[src/rtl/seq_muldiv.sv]
// seq_muldiv: radix-2 multi-cycle multiply (shift-add) / divide (restoring) with start/done handshake.
// Optional signed mode: define SEQ_MULDIV_SIGNED_EN to add the i_sgn port (two's-complement operands).
module seq_muldiv #(
  parameter int WIDTH = 16
) (
  input  logic             clk,
  input  logic             rst,
  input  logic             i_start,
  input  logic             i_op,
`ifdef SEQ_MULDIV_SIGNED_EN
  input  logic             i_sgn,
`endif
  input  logic [WIDTH-1:0] i_a,
  input  logic [WIDTH-1:0] i_b,
  output logic             o_busy,
  output logic             o_done,
  output logic [WIDTH-1:0] o_result_lo,
  output logic [WIDTH-1:0] o_result_hi,
  output logic             o_dbz
);

  localparam int            CW       = $clog2(WIDTH + 1);
  localparam logic [CW-1:0] CNT_INIT = CW'(WIDTH);
  localparam logic [CW-1:0] CNT_ONE  = CW'(1);
  localparam logic          OP_DIV   = 1'b1;

  typedef enum logic [1:0] {
    S_IDLE = 2'd0,
    S_RUN  = 2'd1,
    S_DONE = 2'd2
  } state_t;

  state_t r_state;
  state_t w_state_nx;

  logic                 r_busy;
  logic                 r_done;
  logic                 r_op;
  logic                 r_neg_a;
  logic                 r_neg_b;
  logic                 r_dbz_pend;
  logic [CW-1:0]        r_cnt;
  logic [2*WIDTH-1:0]   r_mpnd;
  logic [WIDTH-1:0]     r_mplr;
  logic [2*WIDTH-1:0]   r_acc;
  logic [WIDTH:0]       r_rem;
  logic [WIDTH-1:0]     r_dvd;
  logic [WIDTH-1:0]     r_dvsr;
  logic [WIDTH-1:0]     r_lo;
  logic [WIDTH-1:0]     r_hi;
  logic                 r_dbz;

  logic                 w_accept;
  logic                 w_sgn;
  logic                 w_neg_a;
  logic                 w_neg_b;
  logic [WIDTH-1:0]     w_a_mag;
  logic [WIDTH-1:0]     w_b_mag;
  logic [2*WIDTH-1:0]   w_mul_acc_nx;
  logic [WIDTH:0]       w_rem_sh;
  logic                 w_rem_ge;
  logic [WIDTH:0]       w_rem_nx;
  logic [WIDTH-1:0]     w_quo_nx;
  logic [2*WIDTH-1:0]   w_prod_fix;
  logic [WIDTH-1:0]     w_quo_fix;
  logic [WIDTH-1:0]     w_rem_fix;
  logic [WIDTH-1:0]     w_a_orig;

  function automatic logic [WIDTH-1:0] cond_neg_w(input logic neg, input logic [WIDTH-1:0] v);
    return neg ? ({WIDTH{1'b0}} - v) : v;
  endfunction

  function automatic logic [2*WIDTH-1:0] cond_neg_2w(input logic neg, input logic [2*WIDTH-1:0] v);
    return neg ? ({2*WIDTH{1'b0}} - v) : v;
  endfunction

`ifdef SEQ_MULDIV_SIGNED_EN
  assign w_sgn = i_sgn;
`else
  assign w_sgn = 1'b0;
`endif

  // Operands iterate as magnitudes; signs are remembered for the final fix-up.
  assign w_neg_a  = w_sgn & i_a[WIDTH-1];
  assign w_neg_b  = w_sgn & i_b[WIDTH-1];
  assign w_a_mag  = cond_neg_w(w_neg_a, i_a);
  assign w_b_mag  = cond_neg_w(w_neg_b, i_b);
  assign w_accept = i_start & ~r_busy;

  assign w_mul_acc_nx = r_acc + (r_mplr[0] ? r_mpnd : {2*WIDTH{1'b0}});

  // Remainder stays below the divisor, so WIDTH+1 bits hold the shifted value.
  assign w_rem_sh = {r_rem[WIDTH-1:0], r_dvd[WIDTH-1]};
  assign w_rem_ge = (w_rem_sh >= {1'b0, r_dvsr});
  assign w_rem_nx = w_rem_ge ? (w_rem_sh - {1'b0, r_dvsr}) : w_rem_sh;
  assign w_quo_nx = {r_dvd[WIDTH-2:0], w_rem_ge};

  assign w_prod_fix = cond_neg_2w(r_neg_a ^ r_neg_b, w_mul_acc_nx);
  assign w_quo_fix  = cond_neg_w(r_neg_a ^ r_neg_b, w_quo_nx);
  assign w_rem_fix  = cond_neg_w(r_neg_a, w_rem_nx[WIDTH-1:0]);
  assign w_a_orig   = cond_neg_w(r_neg_a, r_dvd);

  always_comb begin
    w_state_nx = r_state;
    case (r_state)
      S_IDLE: begin
        if (w_accept) w_state_nx = S_RUN;
        else          w_state_nx = S_IDLE;
      end
      S_RUN: begin
        if (r_dbz_pend || (r_cnt == CNT_ONE)) w_state_nx = S_DONE;
        else                                  w_state_nx = S_RUN;
      end
      S_DONE: begin
        if (w_accept) w_state_nx = S_RUN;
        else          w_state_nx = S_IDLE;
      end
      default: w_state_nx = S_IDLE;
    endcase
  end

  always_ff @(posedge clk) begin
    if (rst) begin
      r_state <= S_IDLE;
      r_busy  <= 1'b0;
      r_done  <= 1'b0;
    end else begin
      r_state <= w_state_nx;
      r_busy  <= (w_state_nx == S_RUN);
      r_done  <= (w_state_nx == S_DONE);
    end
  end

  always_ff @(posedge clk) begin
    if (rst) begin
      r_op       <= 1'b0;
      r_neg_a    <= 1'b0;
      r_neg_b    <= 1'b0;
      r_dbz_pend <= 1'b0;
      r_cnt      <= {CW{1'b0}};
      r_mpnd     <= {2*WIDTH{1'b0}};
      r_mplr     <= {WIDTH{1'b0}};
      r_acc      <= {2*WIDTH{1'b0}};
      r_rem      <= {(WIDTH+1){1'b0}};
      r_dvd      <= {WIDTH{1'b0}};
      r_dvsr     <= {WIDTH{1'b0}};
      r_lo       <= {WIDTH{1'b0}};
      r_hi       <= {WIDTH{1'b0}};
      r_dbz      <= 1'b0;
    end else if (w_accept) begin
      r_op       <= i_op;
      r_neg_a    <= w_neg_a;
      r_neg_b    <= w_neg_b;
      r_dbz_pend <= (i_op == OP_DIV) && (i_b == {WIDTH{1'b0}});
      r_cnt      <= CNT_INIT;
      r_mpnd     <= {{WIDTH{1'b0}}, w_a_mag};
      r_mplr     <= w_b_mag;
      r_acc      <= {2*WIDTH{1'b0}};
      r_rem      <= {(WIDTH+1){1'b0}};
      r_dvd      <= w_a_mag;
      r_dvsr     <= w_b_mag;
      r_dbz      <= 1'b0;
    end else if (r_state == S_RUN) begin
      if (r_dbz_pend) begin
        // Divide-by-zero skips iteration; the dividend is still intact in r_dvd.
        r_lo  <= {WIDTH{1'b1}};
        r_hi  <= w_a_orig;
        r_dbz <= 1'b1;
      end else begin
        r_cnt  <= r_cnt - CNT_ONE;
        r_mpnd <= r_mpnd << 1;
        r_mplr <= r_mplr >> 1;
        r_acc  <= w_mul_acc_nx;
        r_rem  <= w_rem_nx;
        r_dvd  <= w_quo_nx;
        if (r_cnt == CNT_ONE) begin
          if (r_op == OP_DIV) begin
            r_lo <= w_quo_fix;
            r_hi <= w_rem_fix;
          end else begin
            r_lo <= w_prod_fix[WIDTH-1:0];
            r_hi <= w_prod_fix[2*WIDTH-1:WIDTH];
          end
        end
      end
    end
  end

  assign o_busy      = r_busy;
  assign o_done      = r_done;
  assign o_result_lo = r_lo;
  assign o_result_hi = r_hi;
  assign o_dbz       = r_dbz;

endmodule

[config.mk]
export PLATFORM = sky130hd
export DESIGN_NAME = seq_muldiv
export DESIGN_NICKNAME = d
export VERILOG_FILES = /design/src/rtl/seq_muldiv.sv
export SDC_FILE = /design/constraint.sdc
export NUM_CORES = 1
export LEC_CHECK = 0
export CORE_MARGIN = 4
export CORE_UTILIZATION = 45
export CTS_CLUSTER_SIZE = 40
export DETAILED_ROUTE_END_ITERATION = 16
export SYNTH_ARGS = -nofsm -noshare
export SYNTH_HDL_FRONTEND = slang
export SYNTH_SLANG_ARGS = --single-unit
[constraint.sdc]
create_clock -name clk -period 6.7 [get_ports clk]
set_input_delay 1.34 -clock clk [delete_from_list [all_inputs] [get_ports clk]]
set_output_delay 1.34 -clock clk [all_outputs]
set_load 0.03 [all_outputs]
# [Word-level counts from Yosys, hierarchy flattened]
# Index checks and enable logic that the tools add are counted.
[totals] reg_bits=172 latch_bits=0 ram_bits=0 romBits=0 in_bits=36 output_inout_bits=35 memories=0
[classes] n_addsub=3 multipliers=0 div=0 n_lt_le_gt_ge=1 eq_ne=6 n_shift=0 muxes=23 bitwise_logic=4 n_reduce_logical=12
[ops] operator="two-way mux 16 bit" count=16
[ops] operator="adder 32 bit" count=1
[ops] operator="two-way mux 32 bit" count=1
[ops] operator="greater-or-equal comparator 17 x 16 -> 1 bit" count=1
[ops] operator="zero test 16 bit" count=1
[ops] operator="subtractor 16 bit" count=1
[ops] operator="two-way mux 5 bit" count=3
[ops] operator="AND reduction 2 bit" count=3
[ops] operator="equality test 5 x 1 -> 1 bit (second input constant)" count=1
[ops] operator="subtractor 5 x 1 -> 5 bit (second input constant)" count=1
[ops] operator="equality test 2 x 1 -> 1 bit (second input constant)" count=2
[ops] operator="equality test 2 bit (second input constant)" count=2
[ops] operator="case mux 2 bit (2 select lines)" count=1
[ops] operator="nonzero test 2 bit" count=2
[ops] operator="OR reduction 2 bit" count=2
[ops] operator="NOT 1 bit" count=3
[ops] operator="AND reduction 3 bit" count=1
[ops] operator="zero test 2 bit" count=1
[ops] operator="two-way mux 2 bit" count=1
[ops] operator="!= test 2 x 1 -> 1 bit (second input constant)" count=1
[ops] operator="bitwise AND 1 bit" count=1
[ops] operator="logical AND 1 bit" count=1
[ops] operator="logical OR 1 bit" count=1
[ops] operator="two-way mux 1 bit" count=1

# [Longest topological paths before layout]
[depth] depth_word=5 ltp_mapped=13 mapped_depth_nobuf=11

# [Least setup slack after synthesis]
# OpenSTA, ideal clock, no wires.
[synth_timing] path_kind="input -> register" startpoint="input i_start" endpoint="register r_hi[5], in the netlist o_result_hi[5]" setup_time_ps=79 arrival_time_ps=2867 path_slack_ps=3753 path_stages=7 n_path_buf=3 path_cell_list="nor2b_1 clkbuf_1 nor3_2 clkbuf_1 buf_1 nor2_1 a211oi_2"
[synth_between] elab_chain_cells=3
[synth_lines] element="start, declared" line_no="8" source="input logic i_start,"
[synth_lines] element="bitwise AND 1 bit" line_no="88" source="assign w_accept = i_start & ~r_busy;"
[synth_lines] element="NOT 1 bit (no line)"
[synth_lines] element="AND reduction 3 bit (no line)"
[synth_lines] element="end signal, assigned" line_no="148" source="r_hi <= {WIDTH{1'b0}};"
[synth_lines] element="end signal, assigned" line_no="167" source="r_hi <= w_a_orig;"
[synth_lines] element="end signal, assigned" line_no="179" source="r_hi <= w_rem_fix;"
[synth_lines] element="end, declared" line_no="50" source="logic [WIDTH-1:0] r_hi;"
# Every way passes these cells.
# A chain may end at the register's enable or synchronous reset.

# [Worst setup path after layout]
[layout_timing] startpoint="register r_mplr[0]" endpoint="register r_hi[12], in the netlist o_result_hi[12]"
[layout_between] elab_chain_cells=5
[layout_lines] element="start, declared" line_no="44" source="logic [WIDTH-1:0] r_mplr;"
[layout_lines] element="start signal, assigned" line_no="142" source="r_mplr <= {WIDTH{1'b0}};"
[layout_lines] element="start signal, assigned" line_no="157" source="r_mplr <= w_b_mag;"
[layout_lines] element="start signal, assigned" line_no="172" source="r_mplr <= r_mplr >> 1;"
[layout_lines] element="two-way mux 32 bit" line_no="90" source="assign w_mul_acc_nx = r_acc + (r_mplr[0] ? r_mpnd : {2*WIDTH{1'b0}});"
[layout_lines] element="adder 32 bit" line_no="90"
[layout_lines] element="two-way mux 16 bit" line_no="177" source="if (r_op == OP_DIV) begin"
[layout_lines] element="two-way mux 16 bit" line_no="176" source="if (r_cnt == CNT_ONE) begin"
[layout_lines] element="two-way mux 16 bit" line_no="164" source="if (r_dbz_pend) begin"
[layout_lines] element="end signal, assigned" line_no="167"
[layout_lines] element="end signal, assigned" line_no="179"
[layout_lines] element="end signal, assigned" line_no="182" source="r_hi <= w_prod_fix[2*WIDTH-1:WIDTH];"
# Every way passes these cells. The select of a mux whose other input is x is not followed.

==> metrics.md <==
| Metric | Value |
|---|---|
| Status | finished clean |
| # Post-CTS Setup Buffers | 0 |
| Chip height | 155 um |
| Yosys cell types | 71 |
| Antenna Nets Post-Route | 0 |
| PortBufs | 70 |
| TritonCTS Buffers | 17 |
| Initial antenna violation count | 0 |
| Crit path DAT | 3720 ps |
| GRT met3 Usage | 0.0342 |
| Post-CTS sizing | 0 |
| Gr ovfl total | 0 |
| R2r endpoint | o_result_hi[12] |
| Synthesized Nets | 1348 |
| Fmax | 0.298 GHz |
| Largest net degree at the start of global routing | 82 |
| DP HPWL | 19300 um |
| Routed WL | 27700 um |
| Critical Path Sink | o_result_hi[12] |
| Die X | 155 um |
| Worst setup SP type | flip-flop |
| CP endpoint kind | flip-flop |
| Clock Sinks | 172 |
| Slew Limit Fails | 0 |
| Worst-Skew Late Latency | 440 ps |
| Netlist Area Pre-Place | 9750 um^2 |
| Core Rows | 53 |
| FF-to-FF path depth | 12 |
| Syn Area/Cell | 7.73 um^2 |
| Starting DRT DRC Count | 710 |
| IO Pins | 71 |
| Syn Inst Count | 1261 |
| Fin nets | 1368 |
| Post-synth top area cell | dfxtp_1 |
| Count leader, synth | nand2_1 |
| Overall power | 2.68 mW |
| Hold Path Class | flip-flop to flip-flop |
| Synth Register Bits | 172 |
| CTS H-Tree Depth | 4 |
| WP data required | 7060 ps |
| RSZ-0062 raised after global routing | no |
| Top cells by count, synth | nand2_1 (250), dfxtp_1 (172), a21oi_1 (117), nor2_1 (117), clkbuf_1 (64) |
| Hold Buf Count CTS | 0 |
| Crit Reg-Reg Startpoint | r_mplr[0] |
| CORE AREA | 21200 um^2 |
| GR peak layer | met2 |
| Share of layout cells above drive strength 1 | 0.0541 |
| Post-synth EDFFs | 0 |
| Total GRT Usage | 0.229 |
| Clock skew | 9.80 ps |
| Met1 Usage GRT | 0.330 |
| Global-route wire length before repair | 44800 um |
| Tcrit/Tclk final | 0.501 |
| Vias in the first global route | 8417 |
| Reg2Reg Setup Slack | 3340 ps |
| Worst hold start | r_dvsr[7] |
| Max-Cap Viols | 0 |
| Dpl cells | 1537 |
| Initial DRT Pass Iterations | 5 |
| Initial core utilization | 0.461 |
| Drt drc | 0 |
| Slew margin rel. | 0.310 |
| GR Layer Usage met2 | 0.362 |
| Finished Layout Cells | 1569 |
| Max FO, Critical Path | 33 |
| Async SR Flop Fraction | 0 |
| Final Critical Period | 3360 ps |
| Power Dens Cells | 240 nW/um^2 |
| Yosys top cell area share | 0.353 |
| Synth Flop Type | dfxtp_1 |
| Worst vdd ir | 0.158 mV |
| Warnings, synthesis | 0 |
| CTS max path bufs | 2 |
| Full die area | 24100 um^2 |
| Clk root buf | clkbuf_16 |
| TritonCTS clock tree | done |
| Seq/Total Area, Yosys | 0.353 |
| Area contributors post-synth | dfxtp_1 (35%), nand2_1 (9.6%), ha_1 (6.3%), a21oi_1 (6.0%), nor2_1 (4.5%) |
| Leakage | 4.24 nW |
| Launch point of the worst path | r_mplr[0] |
| Routability congestion estimate from global placement | 0.903 |
| Reg clk slew, reported paths | 70 ps |
| Via-to-Cell Ratio | 5.65 |
| Hold Worst Slack | 456 ps |
| # diodes | 0 |
| Worst Setup Path Type | flip-flop to flip-flop |
| Final Hold Viols | 0 |
| Setup TNS | 0 ps |
| Drt wl/cell | 17.6 um |
| Worst Tran Pin Value | 1030 ps |
| Layout area overhead | 14.6% |
| Via count | 8868 |
| Setup violators final | 0 |
[how the worst min path moves through the flow]
stage | end | slack (ps) | cells after the start
after floorplan | r_acc[19] | 440 | 2
after CTS | r_dvsr[7] | 460 | 2
after global placement | r_dvsr[5] | 440 | 2
after global routing | r_dvsr[7] | 470 | 2
final | r_dvsr[7] | 460 | 2
after detailed placement | r_dvsr[7] | 450 | 2
[power by group]
group / internal (mW) / switching (mW) / leakage (nW)
Combinational: 0.208 / 0.350 / 2.56
Clock: 0.540 / 0.453 / 0.282
Sequential: 1.08 / 0.0502 / 1.40
[registers in the layout (all words and copies together), names as in the netlist]
signal and cells:
r_acc 32, r_rem 16, r_state 2, o_busy 1, o_result_lo 16, r_cnt 5, r_dvsr 16, r_op 1
r_dbz_pend 1, r_dvd 16, o_dbz 1, r_mplr 16, o_done 1, r_mpnd 32, o_result_hi 16
[critical path, stage by stage (launching register included)]
cell and delay, ps:
dfxtp_1 300, buf_4 210, and2_1 180, ha_1 210
fa_1 400, a21oi_1 230, o2111ai_2 290, o211ai_2 360
a211oi_2 150, o41ai_2 380, xnor2_1 250, nor2_1 90
a211oi_1 190
[area by class of cell]
type / count / area [um^2]
clock buffers: 19 / 453
clock inverters: 13 / 129
multi-input cells: 977 / 5900
well taps: 275 / 344
flip-flops and latches: 172 / 3440
repair buffers: 81 / 781
inverters: 32 / 120
fillers: 2084 / 9990
[layer usage]
layer,share of wire,vias up,wire length [um]
met1,0.49,4171,13600
met5,0,-,0
met2,0.46,182,12600
li1,-,4487,-
met3,0.038,28,1060
met4,0.014,0,390
[layout by cell type (no fill, tap or decap), drive strengths merged, types with 9 or more instances in the layout]
| cell | count |
|---|---|
| inv | 38 |
| dfxtp | 172 |
| a311oi | 17 |
| and2 | 35 |
| xor2 | 15 |
| mux2i | 21 |
| nand2b | 13 |
| o21bai | 19 |
| clkbuf | 19 |
| nand3 | 14 |
| nand2 | 250 |
| xnor2 | 28 |
| nand3b | 10 |
| a211oi | 39 |
| nor3 | 29 |
| a21o | 13 |
| nor2 | 117 |
| mux2 | 9 |
| a21oi | 118 |
| and3 | 10 |
| a31oi | 41 |
| buf | 12 |
| clkdlybuf4s50 | 69 |
| o21ai | 33 |
| ha | 49 |
| nor2b | 11 |
[cell families (layout without fill, tap and decap cells)]
logic type                 after synthesis  after routing  synth area share
AOI/OAI and AO/OA                      337            337             0.229
xor gates and xnor gates                43             43            0.0386
adders and majority gates               51             51            0.0670
buffers and inverters                  112            145            0.0449
DFF                                    172            172             0.353
muxes                                   30             30            0.0320
and+or+nand+nor                        516            516             0.235
[through the flow]
step                      setup slack (ps)  utilization  area, um^2
after floorplan                       3750            -        9750
after global placement                3240        0.500       10600
after detailed placement              3190        0.500       10600
after CTS                             3370        0.528       11200
after global routing                  3110        0.528       11200
final                                 3340        0.528       11200
Note: power is estimated with default switching activity, not from simulation.
